File: config.mk
export PLATFORM = sky130hd
export DESIGN_NAME = fetch_stage
export DESIGN_NICKNAME = d
export VERILOG_FILES = /design/src/rtl/fetch_stage.sv
export SDC_FILE = /design/constraint.sdc
export NUM_CORES = 1
export LEC_CHECK = 0
export CAP_MARGIN = 5
export CORE_MARGIN = 2
export CORE_UTILIZATION = 40
export DETAILED_ROUTE_END_ITERATION = 16
export PLACE_DENSITY = 0.69
export SKIP_LAST_GASP = 1
export SYNTH_ARGS = -nofsm -noshare
export SYNTH_HDL_FRONTEND = slang
export SYNTH_SLANG_ARGS = --single-unit
File: constraint.sdc
create_clock -name CLK -period 3.4 [get_ports CLK]
set_input_delay 0.51 -clock CLK [delete_from_list [all_inputs] [get_ports CLK]]
set_output_delay 0.51 -clock CLK [all_outputs]
set_load 0.1 [all_outputs]
File: src/rtl/fetch_stage.sv
// rtl/fetch_stage.sv - instruction-fetch stage: PC, imem request, IF/ID latch, redirect buffering
//
// Purpose: owns the PC and the instruction-memory request, fills the IF/ID
// latch, and applies stall / redirect / squash / halt from the hazard unit.
// The request address is held stable until ihit; a redirect that arrives
// while an access is still pending is parked in pend_pc (REDIR state).
//
// Ports:
//   CLK, nRST                  clock (rising edge), async active-low reset
//   ihit, imemload             memory returns imemload for imemaddr this cycle
//   hazard                     stall request
//   branch/branch_target       taken branch resolved in decode
//   jump/jump_target           jump resolved in decode (priority over branch)
//   halt                       sticky shutdown of fetch
//   imemREN, imemaddr          instruction read request / address (= PC)
//   ifid_instr/npc/valid       IF/ID latch (bubble = all zero)
//   fetch_state                debug: 0 RUN, 1 REDIR, 2 HALTED
module fetch_stage #(
  parameter logic [31:0] PC_INIT = 32'h0000_0000
) (
  input  logic        CLK,
  input  logic        nRST,
  input  logic        ihit,
  input  logic [31:0] imemload,
  input  logic        hazard,
  input  logic        branch,
  input  logic        jump,
  input  logic [31:0] branch_target,
  input  logic [31:0] jump_target,
  input  logic        halt,
  output logic        imemREN,
  output logic [31:0] imemaddr,
  output logic [31:0] ifid_instr,
  output logic [31:0] ifid_npc,
  output logic        ifid_valid,
  output logic [1:0]  fetch_state
);

  typedef enum logic [1:0] {
    S_RUN    = 2'd0,
    S_REDIR  = 2'd1,
    S_HALTED = 2'd2
  } state_t;

  state_t      r_state, w_state_n;
  logic [31:0] r_pc, w_pc_n;
  logic [31:0] r_pend_pc, w_pend_n;
  logic [31:0] r_instr, w_instr_n;
  logic [31:0] r_npc, w_npc_n;
  logic        r_valid, w_valid_n;

  logic        w_redir;
  logic [31:0] w_target;
  logic [31:0] w_pc_plus4;

  assign w_redir    = jump | branch;
  // Targets are always word aligned; low bits of the raw address are dropped.
  assign w_target   = (jump ? jump_target : branch_target) & 32'hFFFF_FFFC;
  assign w_pc_plus4 = r_pc + 32'd4;

  always_ff @(posedge CLK or negedge nRST) begin
    if (!nRST) begin
      r_state   <= S_RUN;
      r_pc      <= PC_INIT;
      r_pend_pc <= 32'd0;
      r_instr   <= 32'd0;
      r_npc     <= 32'd0;
      r_valid   <= 1'b0;
    end else begin
      r_state   <= w_state_n;
      r_pc      <= w_pc_n;
      r_pend_pc <= w_pend_n;
      r_instr   <= w_instr_n;
      r_npc     <= w_npc_n;
      r_valid   <= w_valid_n;
    end
  end

  always_comb begin
    // Default: PC and pending target hold, IF/ID becomes a bubble.
    w_state_n = r_state;
    w_pc_n    = r_pc;
    w_pend_n  = r_pend_pc;
    w_instr_n = 32'd0;
    w_npc_n   = 32'd0;
    w_valid_n = 1'b0;
    case (r_state)
      S_RUN: begin
        if (halt) begin
          w_state_n = S_HALTED;
        end else if (w_redir && ihit) begin
          w_pc_n = w_target;
        end else if (w_redir) begin
          // Access still outstanding: keep the address, remember the target.
          w_pend_n  = w_target;
          w_state_n = S_REDIR;
        end else if (hazard) begin
          // Stall: the returning word (if any) is dropped and refetched.
          w_instr_n = r_instr;
          w_npc_n   = r_npc;
          w_valid_n = r_valid;
        end else if (ihit) begin
          w_instr_n = imemload;
          w_npc_n   = w_pc_plus4;
          w_valid_n = 1'b1;
          w_pc_n    = w_pc_plus4;
        end
      end
      S_REDIR: begin
        if (halt) begin
          w_state_n = S_HALTED;
        end else if (ihit) begin
          // Wrong-path word is discarded; a redirect arriving this same cycle
          // is younger than the parked one and wins.
          w_pc_n    = w_redir ? w_target : r_pend_pc;
          w_state_n = S_RUN;
        end else if (w_redir) begin
          w_pend_n = w_target;
        end
      end
      S_HALTED: begin
        w_state_n = S_HALTED;
      end
      default: begin
        w_state_n = S_RUN;
      end
    endcase
  end

  assign imemREN     = (r_state != S_HALTED);
  assign imemaddr    = r_pc;
  assign ifid_instr  = r_instr;
  assign ifid_npc    = r_npc;
  assign ifid_valid  = r_valid;
  assign fetch_state = r_state;

endmodule

==> results of run 1 <==
[final cells by class]
| cell class | count | share of cell area, % |
|---|---|---|
| timing repair buffer | 224 | 21.5 |
| tap | 229 | 2.90 |
| multi-input combinational | 573 | 36.4 |
| clock buffer | 18 | 4.44 |
| inverter | 9 | 0.341 |
| clock inverter | 14 | 1.31 |
| sequential | 131 | 33.1 |
[state kept, by name, indices dropped and copies added (netlist names)]
signal / flops
fetch_state: 2
ifid_instr: 32
ifid_npc: 32
ifid_valid: 1
imemaddr: 32
r_pend_pc: 32
[metal layers]
metal	share of wire (%)	routed length (µm)	up-vias	global-route usage, %
met5	0	0	-	0
met4	0.94	217	0	5.26
met3	7.1	1630	18	3.81
met2	45	10400	320	35.7
met1	47	10900	3253	36.7
li1	-	-	3237	-
[where the power goes]
part,switching [mW],internal (mW),leakage [nW],total (mW)
Combinational,0.692,0.322,2.08,1.01
Sequential,0.146,1.64,1.69,1.79
Clock,0.726,1.03,0.265,1.76
Total,1.56,3.00,4.03,4.56
[kinds of logic after synthesis]
kind of cell,after synthesis,synth area share [%]
flip-flops,131,45.5
AO/OA/AOI/OAI,267,24.6
multiplexers,24,3.42
XOR/XNOR,28,3.40
buffers and inverters,68,4.72
adder cells (fa/ha/maj),1,0.174
AND/OR/NAND/NOR,253,18.2
[worst min-delay path by stage]
| stage | startpoint | endpoint |
|---|---|---|
| 3_3_place_gp | ifid_valid | ifid_valid |
| 5_1_grt | nRST | ifid_npc[5] |
| 6_report | nRST | ifid_npc[5] |
| 3_5_place_dp | r_pend_pc[7] | r_pend_pc[7] |
| 4_1_cts | nRST | ifid_npc[3] |
| 2_1_floorplan | nRST | fetch_state[0] |
[stage by stage]
stage	cell area [µm²]	utilization [%]
after floorplan	7210	-
after global placement	9330	52.3
after detailed placement	9330	52.3
after CTS	9900	55.5
after global routing	9900	55.5
final	9900	55.5
[layout by cell type (no fill, tap or decap), types with 5 or more instances in the layout]
| cell | n |
|---|---|
| dfrtp_1 | 131 |
| xnor2_1 | 22 |
| a31oi_1 | 11 |
| nor2b_1 | 18 |
| clkinvlp_4 | 5 |
| xor2_1 | 6 |
| mux2_2 | 5 |
| nand4_1 | 12 |
| nand2b_1 | 11 |
| o21ai_0 | 77 |
| nor4_1 | 10 |
| inv_1 | 9 |
| buf_4 | 52 |
| clkdlybuf4s50_1 | 167 |
| nand2_1 | 87 |
| clkbuf_16 | 17 |
| o21ai_1 | 5 |
| nand3_1 | 21 |
| mux2i_1 | 19 |
| a22o_1 | 45 |
| o2bb2ai_1 | 6 |
| nor3_1 | 19 |
| and3_1 | 7 |
| a211oi_1 | 11 |
| a21oi_1 | 44 |
| a22oi_1 | 19 |
| nor2_1 | 38 |
==> results.py, run 1 <==
metrics = {
    "sta": {
        "setup_slack_ps": 784,
        "skew_ps": 8.38,
        "hold_viol": 0,
        "slew_viol_final": 0,
        "rsz0062_at_grt": "false",
        "setup_viol": 0,
        "tns_ps": 0,
        "slew_headroom_pct": 31.2,
        "hold_slack_ps": 120,
        "tightest_slew_ps": 1030,
        "max_freq_mhz": 382,
        "fin_crit_sh_pct": 76.9,
        "period_needed_ps": 2620,
    },
    "power": {
        "vdd_ir_drop_max_v": 0.000343,
        "p_leak_nw": 4.03,
        "powerDensity_nw_per_um2": 461,
        "power_mw": 4.56,
    },
    "global_routing": {
        "grt_pass1_vias": 6234,
        "grt.overflow.total": 0,
        "grt.total_usage_pct": 23.9,
        "grt_max_degree": 70,
        "grt_pass1_wl_um": 36400,
        "antenna_found_initial": 0,
    },
    "cells_and_area": {
        "multiInputGateArea_um2": 3610,
        "drive_above_1_share_pct": 11.8,
        "layout.area.seq_um2": 3280,
        "area_delta_synth_final_pct": 37.3,
        "fillerInstances": 1613,
        "fin_nets": 1060,
        "finalNonFillerCells": 1198,
        "antenna_cells": 0,
    },
    "setup_path": {
        "cp.depth": 1,
        "startpoint_type": "flip-flop",
        "crit_required_ps": 2890,
        "path_cells": "clkdlybuf4s50_1",
        "crit_family": "buffers and inverters",
        "end_kind": "output port",
        "reg2reg_from": "fetch_state[1]",
        "critical_path.max_fanout": 6,
        "crit_path_top_delay_cell": "clkdlybuf4s50_1",
        "endpoint": "imemaddr[8]",
        "max_stage_delay_ps": 1190,
        "cp.arrival_ps": 2110,
        "worst-r2r-cell-count": 6,
        "crit_buf_inv": 1,
        "critPathLaunch": "imemaddr[8]",
        "path_class": "reg2out",
        "regToRegEndpoint": "imemaddr[30]",
        "reg2reg_slack_ps": 1050,
    },
    "min_path": {
        "hp-class": "in2async",
    },
    "run_status": {
        "status": "finished clean",
    },
    "placed_design": {
        "place_congestion": 0.895,
        "dp_hpwl_um": 17000,
        "portBuffers": 198,
        "pre_cts_ws_ps": 573,
        "placed_cells": 1166,
    },
    "clocking": {
        "cts-root-buf": "clkbuf_16",
        "clockBufferDepth": 2,
        "cts_resized": 0,
        "clock_latency_ps": 410,
        "cts_sinks": 131,
        "cts.clk_slew.worst_paths_ps": 60,
        "cts_tree": "done",
        "cts_hold_buf": 0,
        "htree_levels": 4,
        "numCtsBuffers": 17,
        "postCtsSetupRepairBufs": 0,
    },
    "route": {
        "drt-initial-drc-count": 671,
        "vias": 6828,
        "first_pass_iters": 6,
        "antenna_left": 0,
        "viasPerCell": 5.70,
        "post_drt_wl_per_cell_um": 19.2,
        "drc": 0,
        "wirelength_um": 23100,
    },
    "floorplanning": {
        "dieArea_um2": 19100,
        "die_h_um": 138,
        "die_x_um": 138,
        "ios": 203,
        "initial_core_util_pct": 40.4,
        "coreArea_um2": 17800,
        "rows": 49,
    },
    "yosys": {
        "synth_warnings": 0,
        "async_flop_share_pct": 100,
        "syn_area_um2": 7210,
        "synth_seq_cells": 131,
        "yosys.area.top_type": "dfrtp_1",
        "ys_top_cells_by_area": "dfrtp_1, a22o_1, o21ai_0",
        "synth_common_cells": "dfrtp_1, nand2_1, o21ai_0, a22o_1, a21oi_1",
        "yosysMostFrequentCell": "dfrtp_1",
        "synth_cells": 772,
        "syn_nets": 876,
        "synth.avg_cell_area_um2": 9.34,
        "synthDistinctLibCells": 71,
        "yosys.area.top_type_share_pct": 45.5,
        "yosys_most_used_dff": "dfrtp_1",
        "synth_edf_count": 0,
        "yosysSeqAreaShare_pct": 45.5,
    },
    "run": {
        "cap_violations": 0,
    },
}
(Power assumes the default switching activity.)
==> run 2: changes to the inputs <==
- PLACE_DENSITY: 0.69 -> 0.71
- clock period: 3.4 -> 2.33 ns (I/O delays scaled with it)
==> run 2 against run 1 <==
Effect of this change:
- hold slack improved by 330 ps
- combinational power is 51% higher
- largest cell class unchanged
- final cell count rose by 2.5%
- critical path type is now reg2reg
- highest routed layer unchanged
- global-route usage is 0.19 points higher
- clock skew grew 2.2 ps
==> results.py, run 2 (same netlist as run 1, synthesis figures left out) <==
metrics = {
    "route": {
        "viasPerCell": 5.71,
        "wirelength_um": 23100,
        "vias": 7009,
        "drc": 0,
        "first_pass_iters": 6,
        "drt-initial-drc-count": 599,
        "post_drt_wl_per_cell_um": 18.8,
        "antenna_left": 0,
    },
    "sta": {
        "tightest_slew_ps": 1150,
        "tns_ps": 0,
        "rsz0062_at_grt": "false",
        "skew_ps": 10.6,
        "period_needed_ps": 2140,
        "slew_viol_final": 0,
        "setup_viol": 0,
        "slew_headroom_pct": 22.9,
        "fin_crit_sh_pct": 92.0,
        "hold_viol": 0,
        "max_freq_mhz": 467,
    },
    "global_routing": {
        "grt_pass1_vias": 6561,
        "grt.overflow.total": 0,
        "grt.total_usage_pct": 24.1,
        "grt_max_degree": 65,
        "grt_pass1_wl_um": 36800,
        "antenna_found_initial": 0,
    },
    "placed_design": {
        "place_congestion": 0.869,
        "portBuffers": 198,
        "dp_hpwl_um": 17300,
        "placed_cells": 1195,
    },
    "setup_path": {
        "crit_family": "simple AND/OR/NAND/NOR gates",
        "startpoint_type": "flip-flop",
        "end_kind": "flip-flop",
        "cp.arrival_ps": 2450,
        "max_stage_delay_ps": 600,
        "path_cells": "nand4_4 -> or4_4 -> nor4_4 -> o31ai_1 -> a221o_1",
        "critical_path.max_fanout": 9,
        "crit_required_ps": 2640,
        "path_class": "reg2reg",
        "crit_buf_inv": 0,
        "crit_path_top_delay_cell": "or4_4",
    },
    "cells_and_area": {
        "antenna_cells": 0,
        "fin_nets": 1090,
        "layout_commonest_cell": "buf_4",
        "fillerInstances": 1553,
        "final_cell_mix": "buf_4, dfrtp_1, clkdlybuf4s50_1",
        "drive_above_1_share_pct": 24.0,
        "area_delta_synth_final_pct": 40.0,
        "finalNonFillerCells": 1228,
    },
    "power": {
        "powerDensity_nw_per_um2": 679,
        "vdd_ir_drop_max_v": 0.000564,
        "p_leak_nw": 4.34,
        "power_mw": 6.86,
    },
    "run_status": {
        "status": "finished clean",
    },
    "clocking": {
        "clockBufferDepth": 2,
        "cts_tree": "done",
        "numCtsBuffers": 17,
        "htree_levels": 4,
        "clock_latency_ps": 430,
        "cts-root-buf": "clkbuf_16",
        "postCtsSetupRepairBufs": 0,
        "cts.clk_slew.worst_paths_ps": 60,
        "cts_sinks": 131,
    },
    "floorplanning": {
        "coreArea_um2": 17800,
        "rows": 49,
        "initial_core_util_pct": 40.4,
        "die_x_um": 138,
        "die_h_um": 138,
        "ios": 203,
        "dieArea_um2": 19100,
    },
    "run": {
        "cap_violations": 0,
    },
    "min_path": {
        "hp-class": "in2reg",
    },
}
-- run 2: changes by cell type in the layout (fill, tap and decap cells not counted), moves of 2 or more --
cell             before  now
dfrtp_1             131  105
buf_4                52  147
clkdlybuf4s50_1     167   95
clkinv_4              3    6
dfrtp_4               0    2
buf_12                2    9
dfrtp_2               0   24
clkinvlp_4            5    1
inv_8                 0    2
-- run 2: metrics by stage --
step                util [%]  hold slack, ps  worst slack [ps]  area (µm²)
floorplan                  -            53.9              3.25        7250
global placement        53.2             373             -91.1        9480
detailed placement      53.2             379             -74.3        9480
CTS                     56.6             432               205       10100
global route            56.6             453              45.8       10100
finish                  56.6             445               187       10100
-- run 2: final cells by class --
type | count | area (µm²) | share of cell area (%)
clock buffer | 17 | 425 | 4.21
timing repair buffer | 254 | 2250 | 22.3
multi-input combinational | 573 | 3600 | 35.7
clock inverter | 15 | 174 | 1.72
inverter | 9 | 33.8 | 0.335
tap | 229 | 287 | 2.84
sequential | 131 | 3320 | 32.8
-- run 2: repair_timing --
action                    CTS  global route
hold endpoints to repair   36             0
hold buffers                1             0
resized for setup           0             0
-- run 2: power breakdown --
group | switching (mW) | internal [mW]
Clock | 1.11 | 1.60
Sequential | 0.200 | 2.41
Combinational | 1.03 | 0.497
-- run 2: worst register-to-register path: stages (launching register included) --
cell	delay, ps
dfrtp_4	490
nand4_4	170
or4_4	600
nor4_4	380
o31ai_1	100
a221o_1	290
-- run 2: worst paths after layout --
| path | from | slack [ps] | end | depth (start not counted) |
|---|---|---|---|---|
| max in group asynchronous | nRST | 1160 | imemaddr[22] | 3 |
| max | imemaddr[11] | 190 | imemaddr[31] | 5 |
| min | branch | 450 | ifid_npc[6] | 4 |
| max reg2reg | imemaddr[11] | 190 | imemaddr[31] | 5 |
| min reg2reg | r_pend_pc[6] | 480 | r_pend_pc[6] | 2 |
| min in group asynchronous | nRST | 470 | ifid_npc[8] | 2 |
-- run 2: metal layers --
layer / global-route usage, % / vias to the layer above / share of wire (%)
met1: 35.6 / 3355 / 47
li1: - / 3313 / -
met4: 6.77 / 0 / 1.8
met5: 0 / - / 0
met3: 5.06 / 32 / 6.9
met2: 35.9 / 309 / 45
==> run 3: changes to the inputs <==
- CORE_UTILIZATION: 40 -> 44
- CTS_CLUSTER_SIZE: unset -> 25
- PLACE_DENSITY: 0.71 -> 0.77
==> run 3 against run 2 <==
Effect of this change:
- hold slack lost 100 ps
- clock-buffer cell count is 1 higher
- sequential share of layout area increased by 0.23 points
- final cell count shrank 1.1%
- utilization is 6.3 points higher
- flip-flop and latch count stayed put
- combinational power hardly changed
- design area fell by 0.71%
- first-iteration DRC count up 15%
- non-clock buffer count is the same
- largest cell class unchanged
==> results.py, run 3 (same netlist as run 1, synthesis figures left out) <==
metrics = {
    "run_status": {
        "status": "finished clean",
    },
    "clocking": {
        "clockBufferDepth": 2,
        "cts_sinks": 131,
        "cts.clk_slew.worst_paths_ps": 60,
        "numCtsBuffers": 17,
        "cts-root-buf": "clkbuf_16",
        "htree_levels": 4,
        "cts_tree": "done",
        "clock_latency_ps": 420,
        "postCtsSetupRepairBufs": 0,
    },
    "sta": {
        "max_freq_mhz": 458,
        "skew_ps": 8.96,
        "hold_viol": 0,
        "slew_headroom_pct": 22.9,
        "tightest_slew_ps": 1150,
        "slew_viol_final": 0,
        "fin_crit_sh_pct": 93.7,
        "setup_viol": 0,
        "rsz0062_at_grt": "false",
        "period_needed_ps": 2180,
    },
    "setup_path": {
        "startpoint_type": "flip-flop",
        "cp.arrival_ps": 2490,
        "reg2reg_slack_ps": 150,
        "end_kind": "flip-flop",
        "crit_required_ps": 2630,
        "regToRegEndpoint": "imemaddr[29]",
        "reg2reg_from": "imemaddr[11]",
        "critical_path.max_fanout": 9,
        "path_class": "reg2reg",
        "worst-r2r-cell-count": 5,
    },
    "global_routing": {
        "grt_pass1_wl_um": 37500,
        "antenna_found_initial": 0,
        "grt_pass1_vias": 6516,
        "grt_max_degree": 65,
        "grt.total_usage_pct": 27.3,
        "grt.overflow.total": 0,
    },
    "placed_design": {
        "dp_hpwl_um": 17600,
        "placed_cells": 1182,
        "portBuffers": 198,
        "place_congestion": 0.958,
    },
    "cells_and_area": {
        "layout_commonest_cell": "buf_4",
        "final_cell_mix": "buf_4, dfrtp_1, clkdlybuf4s50_1",
        "fillerInstances": 1345,
        "drive_above_1_share_pct": 24.0,
        "final_util_pct": 62.9,
        "multiInputGateArea_um2": 3600,
        "antenna_cells": 0,
        "fin_nets": 1090,
        "finalNonFillerCells": 1215,
        "area_delta_synth_final_pct": 39.0,
        "layout.area.seq_um2": 3320,
    },
    "power": {
        "power_mw": 6.89,
        "vdd_ir_drop_max_v": 0.000504,
        "powerDensity_nw_per_um2": 688,
        "p_leak_nw": 4.32,
    },
    "floorplanning": {
        "ios": 203,
        "rows": 46,
        "initial_core_util_pct": 45.2,
        "die_h_um": 132,
        "coreArea_um2": 15900,
        "die_x_um": 132,
        "dieArea_um2": 17400,
    },
    "route": {
        "vias": 7077,
        "drt-initial-drc-count": 690,
        "drc": 0,
        "viasPerCell": 5.82,
        "first_pass_iters": 8,
        "post_drt_wl_per_cell_um": 19.5,
        "wirelength_um": 23700,
        "antenna_left": 0,
    },
    "min_path": {
        "worstHoldEndpoint": "r_pend_pc[23]",
        "hp-class": "in2reg",
        "min-delay-start": "branch",
        "hold_depth": 3,
    },
    "run": {
        "cap_violations": 0,
    },
}
## run 3: critical path, stage by stage (launching register included)
cell and delay, ps:
dfrtp_4 480, nand4_4 170, or4_4 600, nor4_2 500, o21ai_0 160, o2bb2ai_1 150
## run 3: power breakdown
part	switching, mW	internal, mW	total (mW)
sequential	0.191	2.41	2.61
combinational	1.05	0.498	1.55
clock	1.10	1.63	2.73
## run 3: routing by layer
layer / routed length, µm / part of all wire, % / track usage (%) / up-vias
met4: 557 / 2.4 / 8.76 / 0
met3: 2260 / 9.5 / 7.23 / 37
li1: - / - / - / 3306
met1: 10500 / 44 / 39.9 / 3356
met2: 10300 / 44 / 39.3 / 378
met5: 0 / 0 / 0 / -
## run 3: area by class of cell
type                            count  area share (%)
Inverter                            9           0.337
Timing Repair Buffer              254            21.9
Sequential cell                   131            33.1
Clock buffer                       18            4.38
Multi-Input combinational cell    573            36.0
Tap cell                          216            2.70
Clock inverter                     14            1.64
## run 3: per-stage QoR
stage	hold slack, ps	area (µm²)	setup WS [ps]	setup TNS, ps
3_5_place_dp	337	9410	-118	-5840
2_1_floorplan	53.9	7250	3.25	0
4_1_cts	330	10000	195	0
6_report	343	10000	146	0
5_1_grt	404	10000	64.4	0
3_3_place_gp	342	9410	-101	-5380
## run 3: how the worst max path moves through the flow
stage,cells past startpoint,end,slack (ps),start
3_5_place_dp,6,imemaddr[24],-120,ihit
5_1_grt,6,r_pend_pc[21],60,fetch_state[0]
3_3_place_gp,8,imemaddr[2],-100,ihit
6_report,5,imemaddr[29],150,imemaddr[11]
2_1_floorplan,5,imemaddr[22],3,imemaddr[17]
4_1_cts,5,imemaddr[31],200,imemaddr[11]
## run 3: repair_timing
| item | 4_1_cts | 5_1_grt |
|---|---|---|
| gates resized for setup | 0 | 0 |
| hold endpoints to repair | 51 | 0 |
| hold buffers | 1 | 0 |
